$ cat src/rtl/pipe_pkg.sv
// Shared types for the decode->execute pipeline stage: skid-buffer state
// encoding and a helper that maps a state onto its entry count.
package pipe_pkg;

    typedef enum logic [1:0] {
        ST_EMPTY = 2'd0,
        ST_ONE   = 2'd1,
        ST_TWO   = 2'd2
    } pipe_state_t;

    function automatic logic [1:0] occ_of(input pipe_state_t s);
        logic [1:0] occ;
        case (s)
            ST_EMPTY: occ = 2'd0;
            ST_ONE:   occ = 2'd1;
            ST_TWO:   occ = 2'd2;
            default:  occ = 2'd0;
        endcase
        return occ;
    endfunction

endpackage

$ cat src/rtl/pipe_slot.sv
// One payload register of the skid buffer; clear wins over load so a flush
// always restores the reset pattern.
module pipe_slot #(
    parameter int unsigned           WIDTH     = 16,
    parameter logic [WIDTH-1:0]      RESET_VAL = '0
) (
    input  logic             clk,
    input  logic             rst_n,
    input  logic             clear,
    input  logic             load,
    input  logic [WIDTH-1:0] d,
    output logic [WIDTH-1:0] q
);

    logic [WIDTH-1:0] q_r;

    // payload register with synchronous clear/load
    always_ff @(posedge clk or negedge rst_n) begin
        if (!rst_n) begin
            q_r <= RESET_VAL;
        end else if (clear) begin
            q_r <= RESET_VAL;
        end else if (load) begin
            q_r <= d;
        end else begin
            q_r <= q_r;
        end
    end

    assign q = q_r;

endmodule

$ cat src/rtl/pipe_stage_reg.sv
// Two-entry skid buffer carrying one bundled decode->execute payload.
// Handshake flags and occupancy are flops; out_data is the head slot itself.
module pipe_stage_reg
    import pipe_pkg::*;
#(
    parameter int unsigned      WIDTH     = 16,
    parameter logic [WIDTH-1:0] RESET_VAL = '0,
    parameter int unsigned      CNT_W     = 16
) (
    input  logic             clk,
    input  logic             rst_n,
    input  logic             flush,
    input  logic             in_valid,
    output logic             in_ready,
    input  logic [WIDTH-1:0] in_data,
    output logic             out_valid,
    input  logic             out_ready,
    output logic [WIDTH-1:0] out_data,
    output logic [1:0]       occupancy,
    output logic [CNT_W-1:0] stall_cnt
);

    pipe_state_t      state_r;
    pipe_state_t      state_s;
    logic             in_ready_r;
    logic             out_valid_r;
    logic [1:0]       occupancy_r;
    logic [CNT_W-1:0] stall_r;

    logic             push_s;
    logic             pop_s;
    logic             head_load_s;
    logic             head_clear_s;
    logic [WIDTH-1:0] head_d_s;
    logic             skid_load_s;
    logic             skid_clear_s;
    logic [WIDTH-1:0] head_q_s;
    logic [WIDTH-1:0] skid_q_s;

    assign push_s = in_valid & in_ready_r;
    assign pop_s  = out_valid_r & out_ready;

    // next-state and slot control; a popping head is cleared so an empty
    // stage presents the reset pattern
    always_comb begin
        state_s      = state_r;
        head_load_s  = 1'b0;
        head_clear_s = 1'b0;
        head_d_s     = in_data;
        skid_load_s  = 1'b0;
        skid_clear_s = 1'b0;
        if (flush) begin
            state_s      = ST_EMPTY;
            head_clear_s = 1'b1;
            skid_clear_s = 1'b1;
        end else begin
            case (state_r)
                ST_EMPTY: begin
                    if (push_s) begin
                        state_s     = ST_ONE;
                        head_load_s = 1'b1;
                    end else begin
                        state_s = ST_EMPTY;
                    end
                end
                ST_ONE: begin
                    if (push_s && pop_s) begin
                        head_load_s = 1'b1;
                    end else if (push_s) begin
                        state_s     = ST_TWO;
                        skid_load_s = 1'b1;
                    end else if (pop_s) begin
                        state_s      = ST_EMPTY;
                        head_clear_s = 1'b1;
                    end else begin
                        state_s = ST_ONE;
                    end
                end
                ST_TWO: begin
                    if (pop_s) begin
                        state_s      = ST_ONE;
                        head_load_s  = 1'b1;
                        head_d_s     = skid_q_s;
                        skid_clear_s = 1'b1;
                    end else begin
                        state_s = ST_TWO;
                    end
                end
                default: begin
                    state_s      = ST_EMPTY;
                    head_clear_s = 1'b1;
                    skid_clear_s = 1'b1;
                end
            endcase
        end
    end

    // state and handshake flags, all registered from the next state
    always_ff @(posedge clk or negedge rst_n) begin
        if (!rst_n) begin
            state_r     <= ST_EMPTY;
            out_valid_r <= 1'b0;
            in_ready_r  <= 1'b1;
            occupancy_r <= 2'd0;
        end else begin
            state_r     <= state_s;
            out_valid_r <= (state_s != ST_EMPTY);
            in_ready_r  <= (state_s != ST_TWO);
            occupancy_r <= occ_of(state_s);
        end
    end

    // saturating backpressure counter; flush deliberately leaves it alone
    always_ff @(posedge clk or negedge rst_n) begin
        if (!rst_n) begin
            stall_r <= '0;
        end else if (out_valid_r && !out_ready && (stall_r != {CNT_W{1'b1}})) begin
            stall_r <= stall_r + {{(CNT_W-1){1'b0}}, 1'b1};
        end else begin
            stall_r <= stall_r;
        end
    end

    pipe_slot #(.WIDTH(WIDTH), .RESET_VAL(RESET_VAL)) u_head (
        .clk   (clk),
        .rst_n (rst_n),
        .clear (head_clear_s),
        .load  (head_load_s),
        .d     (head_d_s),
        .q     (head_q_s)
    );

    pipe_slot #(.WIDTH(WIDTH), .RESET_VAL(RESET_VAL)) u_skid (
        .clk   (clk),
        .rst_n (rst_n),
        .clear (skid_clear_s),
        .load  (skid_load_s),
        .d     (in_data),
        .q     (skid_q_s)
    );

    assign in_ready  = in_ready_r;
    assign out_valid = out_valid_r;
    assign out_data  = head_q_s;
    assign occupancy = occupancy_r;
    assign stall_cnt = stall_r;

endmodule

$ cat config.mk
export PLATFORM = sky130hd
export DESIGN_NAME = pipe_stage_reg
export DESIGN_NICKNAME = d
export VERILOG_FILES = /design/src/rtl/pipe_pkg.sv /design/src/rtl/pipe_slot.sv /design/src/rtl/pipe_stage_reg.sv
export SDC_FILE = /design/constraint.sdc
export NUM_CORES = 1
export LEC_CHECK = 0
export CAP_MARGIN = 20
export CORE_ASPECT_RATIO = 0.9
export CORE_UTILIZATION = 50
export CTS_BUF_LIST = sky130_fd_sc_hd__clkbuf_4 sky130_fd_sc_hd__clkbuf_8 sky130_fd_sc_hd__clkbuf_16
export DETAILED_ROUTE_END_ITERATION = 8
export DONT_BUFFER_PORTS = 1
export PLACE_DENSITY = 0.65
export SETUP_SLACK_MARGIN = 0.05
export SYNTH_ARGS = -nofsm -noshare
export SYNTH_HDL_FRONTEND = slang
export SYNTH_SLANG_ARGS = --single-unit
$ cat constraint.sdc
create_clock -name clk -period 5.3 [get_ports clk]
set_clock_uncertainty 0.2 [all_clocks]
set_input_delay 1.59 -clock clk [delete_from_list [all_inputs] [get_ports clk]]
set_output_delay 1.59 -clock clk [all_outputs]
set_load 0.01 [all_outputs]
# Yosys cells after proc, flatten, opt, wreduce, memory -nomap -nowiden
# Index checks and enable logic that the tools add are counted.
[classes] bitwise_logic=2 n_mux=29 addsub=1 n_eq_ne=6 n_reduce_logical=10
[ops] cell="$mux W16" n=7
[ops] cell="$add A16 B1 Y16 const B" n=1
[ops] cell="$ne A16 B16 Y1 const B" n=1
[ops] cell="$mux W1" n=13
[ops] cell="$mux W2" n=4
[ops] cell="$pmux W2 S3" n=1
[ops] cell="$reduce_bool A2 Y1" n=3
[ops] cell="$eq A2 B1 Y1 const B" n=2
[ops] cell="$eq A2 B2 Y1 const B" n=2
[ops] cell="$pmux W1 S2" n=2
[ops] cell="$pmux W2 S2" n=1
[ops] cell="$reduce_or A2 Y1" n=2
[ops] cell="$logic_and A1 B1 Y1" n=3
[ops] cell="$pmux W1 S3" n=1
[ops] cell="$and A1 B1 Y1" n=2
[ops] cell="$logic_not A2 Y1" n=1
[ops] cell="$ne A2 B2 Y1 const B" n=1
[ops] cell="$logic_not A1 Y1" n=1
[totals] elab_cells=55 output_inout_bits=36 input_bits=21 register_bits=54

# Depth between registers and ports, before layout
# Gate-level depths: netlist of run 1.
[depth] depth_word=8 depth_mapped=7 depth_no_buf=5

# Modules after synthesis
# From an unflattened synthesis of run 1, not the netlist that was laid out.
[unflattened] cells_unflattened=234 area_unflattened_um2=2651.3
[by_module_without_submodules] module="pipe_stage_reg" cells_each=130 seq_area_each_um2=551.8 instances=1 area_each_um2=1330.0
[by_module_without_submodules] module="pipe_slot" cells_each=52 seq_area_each_um2=400.4 instances=2 area_each_um2=660.6

# Least setup slack after synthesis of run 1
# Ideal clock, no wire load.
[synth_timing] path_kind="input port to flip-flop" startpoint="in flush" endpoint="reg u_head.q_r[10] (netlist: u_head.q[10])" path_stages=5 path_buffers=2 t_required_ps=4977 t_arrival_ps=2588 slack_ps=2388 setup_ps=123 cell_sequence="buf_2 nor3_4 buf_6 mux2i_1 o2bb2ai_1"
[synth_via] elab_chain_cells=3 elab_cells_between_ends=6 classes_between="mux: 5; reduce/logical: 1"
[synth_lines] element="start, declared" line_no="pipe_stage_reg.sv:12" text="input logic flush,"
[synth_lines] element="$mux W16" line_no="pipe_stage_reg.sv:52" text="if (flush) begin"
[synth_lines] element="$mux W16" line_no="pipe_slot.sv:23" text="end else if (load) begin"
[synth_lines] element="$mux W16" line_no="pipe_slot.sv:21" text="end else if (clear) begin"
[synth_lines] element="end signal, assigned" line_no="pipe_slot.sv:26" text="q_r <= q_r;"
[synth_lines] element="end, declared" line_no="pipe_slot.sv:15" text="logic [WIDTH-1:0] q_r;"
# Parallel ways exist; a longest one is shown, timed or not. The select of a mux whose other input is x is not followed.
# A chain may end at the register's enable or synchronous reset.

# Worst setup path after layout of run 1
[layout_timing] startpoint="in out_ready" endpoint="reg u_head.q_r[4] (netlist: u_head.q[4])"
[layout_via] elab_chain_cells=7 elab_cells_between_ends=16 classes_between="mux: 13; bitwise: 1; reduce/logical: 2"
[layout_lines] element="start, declared" line_no="pipe_stage_reg.sv:17" text="input logic out_ready,"
[layout_lines] element="$and A1 B1 Y1 *" line_no="pipe_stage_reg.sv:41" text="assign pop_s = out_valid_r & out_ready;"
[layout_lines] element="$mux W1" line_no="pipe_stage_reg.sv:72, pipe_stage_reg.sv:80"
[layout_lines] element="$mux W1" line_no="pipe_stage_reg.sv:69" text="end else if (push_s) begin"
[layout_lines] element="$mux W1" line_no="pipe_stage_reg.sv:67" text="if (push_s && pop_s) begin"
[layout_lines] element="$pmux W1 S2" line_no="pipe_stage_reg.sv:57" text="case (state_r)"
[layout_lines] element="$mux W1" line_no="pipe_stage_reg.sv:52"
[layout_lines] element="$mux W16 / $reduce_bool A2 Y1 (equally long branches)"
# Every way passes the cells marked *; elsewhere a longest branch is shown, timed or not. The select of a mux whose other input is x is not followed.

==> impl_results.md, run 1 <==
- Clk pwr share: 30.3%
- Ys async rst share: 100%
- Clock Sink Count: 54
- Initial Utilization: 53.7%
- Sequential share of power: 58.4%
- Number of gates resized after CTS: 0
- Core Region: 0.00460 mm²
- Pin count of the biggest net entering global routing: 55
- Antenna violations before repair: 0
- CP startpoint kind: primary input
- Clock-pin slew on the worst setup and hold paths: 0.08 ns
- Switching share of power: 29.0%
- Synthesized area: 0.00247 mm²
- Final hold violations: 0
- Time the worst path needs with I/O delays and setup: 2.85 ns
- Clock Path Buffers: 2
- Placed Cells: 249
- Die Span Y: 68.7 µm
- Netlist cell types: 49
- Largest area contributor in the netlist: dfrtp_1
- Drc violations: 0
- DRT Pass-1 Iters: 4
- CP max stage delay: 0.79 ns
- Cells after synthesis: 195
- IO Port Bufs: 0
- Max Clock Freq: 351 MHz
- Pleak: 1.16 nW
- P_int: 0.637 mW
- Max cap viols: 0
- Via Count: 1621
- CTS Hold Bufs: 0
- Post-Place Worst Slack: 1.99 ns
- Crit path DAT: 2.82 ns
- Synth Register Bits: 54
- Nature of the critical path endpoint: register
- Initial drt markers: 159
- Vias/cell: 6.28
- Postcts setup bufs: 0
- CP Max Fanout: 16
- Die footprint: 0.00523 mm²
- Final #Nets: 217
- # diodes: 0
- Hold_ws: 0.312 ns
- Routability cong.: 0.804
- Slew Limit Fails: 0
- EDFF count, synth: 0
- I/O pins: 57
- Post-route cell area: 0.00262 mm²
- Syn_area_per_cell: 12.7 µm²
- Area Overhead vs Synth: 5.82%
- RSZ-0062 raised after global routing: false
- Fin crit share: 53.8%
- Utilization after layout: 56.8%
- Synth top area share: 53.6%
- Share of layout cells above drive strength 1: 12.8%
- Die width: 76.1 µm
- Placed Area: 0.00250 mm²
- CTS tree: done
- Total track usage: 19.9%
- Predominant post-synthesis flop cell: dfrtp_1
- Per-cell routed wire length: 19.1 µm
- Relative slew slack: 31.6%
- Switch Pwr: 0.259 mW
- Antenna Nets Post-Route: 0
- CTS H-tree depth: 2
- Setup TNS: 0 ns
- Global-route wire length before repair: 7.87 mm
- Cell Chain, Critical Path: nand2_2 > nor3_4 > mux2i_1 > o2bb2ai_1
- Comb pwr share: 11.3%
- Vias in the first global route: 1598
- Critical path class: in2reg
- Congestion Overflow GR: 0
- CTS buffer count: 5
- Outcome: finished clean
- Slowest-stage cell, CP: nor3_4
- Post-Route WL: 4.94 mm
- Worst path required time: 5.26 ns
- Clock latency at the later pin of the worst-skew pair: 0.31 ns
- IR drop worst, VDD: 0.168 mV
- Post-DP HPWL: 3.35 mm
- Rows: 23
- Worst slew pin tran: 1.02 ns
- Hold WC Path Type: reg2reg
- Mapped Nets: 217
- Setup ws final: 2.45 ns
- Dominant cells by area after synthesis: dfrtp_1 54%, mux2i_1 6.9%, a22o_1 5.7%
- Clock Tree Root: clkbuf_8
- Seq/Total Area, Yosys: 54.7%
- Fin cells: 258
- Final Power: 0.896 mW
- PD cells: 343 mW/mm²
- Yosys Warn Count: 0
- Final setup violation count: 0
[cells in the mapped netlist, types with 4 or more instances]
master / n
dfrtp_1: 53
o2bb2ai_1: 16
xor2_1: 6
buf_2: 4
nand2_1: 6
a22o_1: 16
nor2_1: 4
nor3_1: 4
nand4_1: 10
xnor2_1: 5
a21oi_1: 4
and3_1: 4
mux2i_1: 17
[worst paths after layout]
| check | depth (start not counted) | slack, ns | start | to |
|---|---|---|---|---|
| setup / recovery | 4 | 2.45 | out_ready | u_head.q[4] |
| hold / removal | 1 | 0.31 | u_skid.q[4] | u_skid.q[4] |
| setup reg to reg | 4 | 3.06 | state_r[1] | u_head.q[4] |
| hold reg to reg | 1 | 0.31 | u_skid.q[4] | u_skid.q[4] |
| max in group asynchronous | 0 | 3.96 | rst_n | in_ready |
| min in group asynchronous | 0 | 0.76 | rst_n | occupancy[1] |
[state kept, by name (all words and copies together) (netlist names)]
name / flops
stall_cnt: 16
u_head.q: 16
u_skid.q: 16
occupancy: 2
state_r: 2
in_ready: 1
out_valid: 1
[cell families (layout without fill, tap and decap cells)]
logic type	after synthesis	count (layout)	synth area share [%]
muxes	20	20	8.40
buffers and inverters	11	12	2.63
and+or+nand+nor	49	49	13.6
DFF	54	54	54.7
adders and majority gates	1	1	0.506
xor gates and xnor gates	11	11	3.90
AOI/OAI and AO/OA	49	49	16.2
[worst max-delay path, delay by kind of cell]
family / cells / cell delay, ns
AOI/OAI and AO/OA: 1 / 0.08
muxes: 1 / 0.28
and+or+nand+nor: 2 / 0.86
[layout make-up]
type	instances	area, µm²
fill	382	1990
sequential	54	1350
multi-input combinational	130	1050
tap	62	77.6
clock buffer	5	68.8
clock inverter	3	40.0
timing repair buffer	2	15.0
inverter	2	7.51
[metal layers]
layer / up-vias / GRT usage [%] / part of all wire (%)
li1: 748 / - / -
met1: 819 / 26.2 / 45
met2: 45 / 29.9 / 46
met3: 9 / 7.50 / 6.9
met4: 0 / 8.17 / 1.5
met5: - / 0 / 0
[power by group through the flow]
stage	sequential [mW]	combinational [mW]	clock (mW)
6_report	0.523	0.101	0.272
5_1_grt	0.532	0.113	0.297
4_1_cts	0.523	0.101	0.278
3_5_place_dp	0.531	0.101	0
3_3_place_gp	0.529	0.0946	0
2_1_floorplan	0.510	0.0951	0
[layout by cell type (no fill, tap or decap), types with 2 or more instances in the layout]
master,instances
xor2_1,6
o21ai_0,2
o2bb2ai_1,16
buf_4,2
nand4_1,10
nand2_1,6
mux2i_1,17
nand2b_1,3
a21oi_1,4
nor3_1,4
clkbuf_8,5
nor2_1,4
nand3_1,2
and3_1,4
xnor2_1,5
dfrtp_1,53
mux2_2,2
clkinv_2,2
inv_1,2
a31oi_1,3
a22o_1,16
Note: power is estimated with default switching activity, not from simulation.
==> run 2: changes to the inputs <==
--- a/config.mk
+++ b/config.mk
@@ -11,7 +11,7 @@
 export CTS_BUF_LIST = sky130_fd_sc_hd__clkbuf_4 sky130_fd_sc_hd__clkbuf_8 sky130_fd_sc_hd__clkbuf_16
 export DETAILED_ROUTE_END_ITERATION = 8
 export DONT_BUFFER_PORTS = 1
-export PLACE_DENSITY = 0.65
+export PLACE_DENSITY = 0.68
 export SETUP_SLACK_MARGIN = 0.05
 export SYNTH_ARGS = -nofsm -noshare
 export SYNTH_HDL_FRONTEND = slang
==> constraint.sdc (replaced) <==
create_clock -name clk -period 2.4 [get_ports clk]
set_clock_uncertainty 0.2 [all_clocks]
set_input_delay 0.72 -clock clk [delete_from_list [all_inputs] [get_ports clk]]
set_output_delay 0.72 -clock clk [all_outputs]
set_load 0.01 [all_outputs]
==> impl_results.md, run 2 (synthesis results as in run 1) <==
- Outcome: finished clean (unchanged)
- Drc violations: 0 (unchanged)
- Reg2Reg Depth: 5 (was 4)
- Worst slew pin tran: 0.752 ns (was 1.02 ns)
- IR drop worst, VDD: 0.564 mV (was 0.168 mV)
- Critical path class: reg2reg (was in2reg)
- Area Overhead vs Synth: 6.48% (was 5.82%)
- IO Port Bufs: 0 (unchanged)
- DR top layer: met4 (unchanged)
- Metal3 WL: 300 µm (was 341 µm)
- Max Clock Freq: 476 MHz
- Most frequent cells in the layout: 53 x dfrtp_1, 17 x mux2i_1, 16 x o2bb2ai_1, 16 x a22o_1, 10 x nand4_1 (unchanged)
- Share of layout cells above drive strength 1: 13.6% (was 12.8%)
- RSZ-0062 raised after global routing: false (unchanged)
- Clk pwr share: 26.4% (was 30.3%)
- Crit path DAT: 2.10 ns (was 2.82 ns)
- Final #Nets: 219 (was 217)
- Final setup violation count: 0 (unchanged)
- Commonest non-fill, non-tap cell in the layout: dfrtp_1 (unchanged)
- Antenna violations before repair: 0 (unchanged)
- Total track usage: 20.2% (was 19.9%)
- Comb pwr share: 13.0% (was 11.3%)
- CP startpoint kind: register (was primary input)
- Max cap viols: 0 (unchanged)
- Antenna Nets Post-Route: 0 (unchanged)
- Congestion Overflow GR: 0 (unchanged)
- Rows: 23 (unchanged)
- Die width: 76.1 µm (unchanged)
- Nature of the critical path endpoint: register (unchanged)
- Setup TNS: 0 ns (unchanged)
- Global-route wire length before repair: 8.09 mm (was 7.87 mm)
- CP startpoint: stall_cnt[0] (was out_ready)
- DRT Pass-1 Iters: 4 (unchanged)
- Vias/cell: 6.27 (was 6.28)
- Switch Pwr: 0.606 mW (was 0.259 mW)
- CTS tree: done (unchanged)
- Die footprint: 0.00523 mm² (unchanged)
- Pin count of the biggest net entering global routing: 54 (was 55)
- Worst path required time: 2.39 ns (was 5.26 ns)
- Die Span Y: 68.7 µm (unchanged)
- Final hold violations: 0 (unchanged)
- I/O pins: 57 (unchanged)
- Switching share of power: 31.6% (was 29.0%)
- Clock Sink Count: 54 (unchanged)
- Vias in the first global route: 1569 (was 1598)
- Time the worst path needs with I/O delays and setup: 2.10 ns
- # diodes: 0 (unchanged)
- P_int: 1.31 mW (was 0.637 mW)
- Reg2Reg Launch Point: stall_cnt[0] (was state_r[1])
- Initial drt markers: 107 (was 159)
- Clock Tree Root: clkbuf_8 (unchanged)
- Clock Path Buffers: 2 (unchanged)
- Final Power: 1.92 mW (was 0.896 mW)
- Postcts setup bufs: 0 (unchanged)
- Clock latency at the later pin of the worst-skew pair: 0.30 ns (was 0.31 ns)
- Setup slack, reg-to-reg: 0.30 ns (was 3.06 ns)
- Post-DP HPWL: 3.39 mm (was 3.35 mm)
- Routability cong.: 0.807 (was 0.804)
- Sequential share of power: 60.6% (was 58.4%)
- Post-Route WL: 5.13 mm (was 4.94 mm)
- CP Max Fanout: 7 (was 16)
- Wl on met1: 2.47 mm (was 2.24 mm)
- CTS H-tree depth: 2 (unchanged)
- Relative slew slack: 49.9% (was 31.6%)
- Core Region: 0.00460 mm² (unchanged)
- Initial Utilization: 53.7% (unchanged)
- Utilization after layout: 57.2% (was 56.8%)
- Slew Limit Fails: 0 (unchanged)
- Hold WC Path Type: in2async (was reg2reg)
- Pleak: 1.17 nW (was 1.16 nW)
- Via Count: 1631 (was 1621)
- Per-cell routed wire length: 19.7 µm (was 19.1 µm)
- PD cells: 728 mW/mm² (was 343 mW/mm²)
- Fin crit share: 87.6%
- Met2 WL: 2.33 mm (was 2.28 mm)
- Clock-pin slew on the worst setup and hold paths: 0.10 ns (was 0.08 ns)
- CTS buffer count: 5 (unchanged)
- Capturing point of the worst reg2reg path: stall_cnt[1] (was u_head.q[4])
run 2: cell types whose count changed in the layout (fill, tap and decap cells not counted):
cell	previous run	this run
buf_16	0	1
buf_4	2	3
bufinv_16	1	0
clkinv_2	2	1
clkinv_4	0	1
clkinvlp_4	0	1
run 2: power by group through the flow:
stage | combinational (mW) | sequential [mW] | clock (mW)
2_1_floorplan | 0.210 | 1.13 | 0
3_3_place_gp | 0.214 | 1.17 | 0
3_5_place_dp | 0.230 | 1.18 | 0
4_1_cts | 0.253 | 1.16 | 0.519
5_1_grt | 0.280 | 1.18 | 0.553
6_report | 0.249 | 1.16 | 0.506
run 2: how the worst max path moves through the flow:
| stage | end | slack [ns] | cells after the start |
|---|---|---|---|
| after floorplan | u_head.q[10] | 0.36 | 5 |
| after global placement | stall_cnt[13] | 0.25 | 4 |
| after detailed placement | u_head.q[14] | 0.18 | 4 |
| after CTS | u_head.q[14] | 0.29 | 4 |
| after global routing | stall_cnt[1] | 0.15 | 5 |
| final | stall_cnt[1] | 0.30 | 5 |
run 2: layer usage:
metal	global-route usage, %	vias up
met2	30.6	46
met1	28.4	837
met5	0	-
met3	6.58	4
li1	-	744
met4	4.81	0
run 2: metrics by stage:
stage	hold slack [ns]	cells	cell area (µm²)	setup WS (ns)
floorplan	0.224	195	2470	0.358
global placement	0.226	251	2510	0.249
detailed placement	0.226	251	2510	0.182
CTS	0.0396	260	2630	0.291
global route	0.0213	260	2630	0.145
finish	0.0494	260	2630	0.297
run 2: area by class of cell:
| cell class | count | area, µm² |
|---|---|---|
| repair buffers | 4 | 50.0 |
| inverters | 2 | 7.51 |
| flip-flops and latches | 54 | 1350 |
| clock inverters | 3 | 21.3 |
| well taps | 62 | 77.6 |
| multi-input cells | 130 | 1050 |
| clock buffers | 5 | 68.8 |
| fillers | 410 | 1970 |
run 2: timing repair:
action / CTS / global route
endpoints found under the hold margin: 53 / 0
hold buffers: 1 / 0
gates resized for setup: 0 / 0
run 2: worst max-delay path, stage by stage (launching register included):
cell and delay [ns]:
dfrtp_1 0.49, ha_1 0.35, nand4_1 0.19, nor4_4 0.34
nor2_2 0.12, mux2_4 0.31
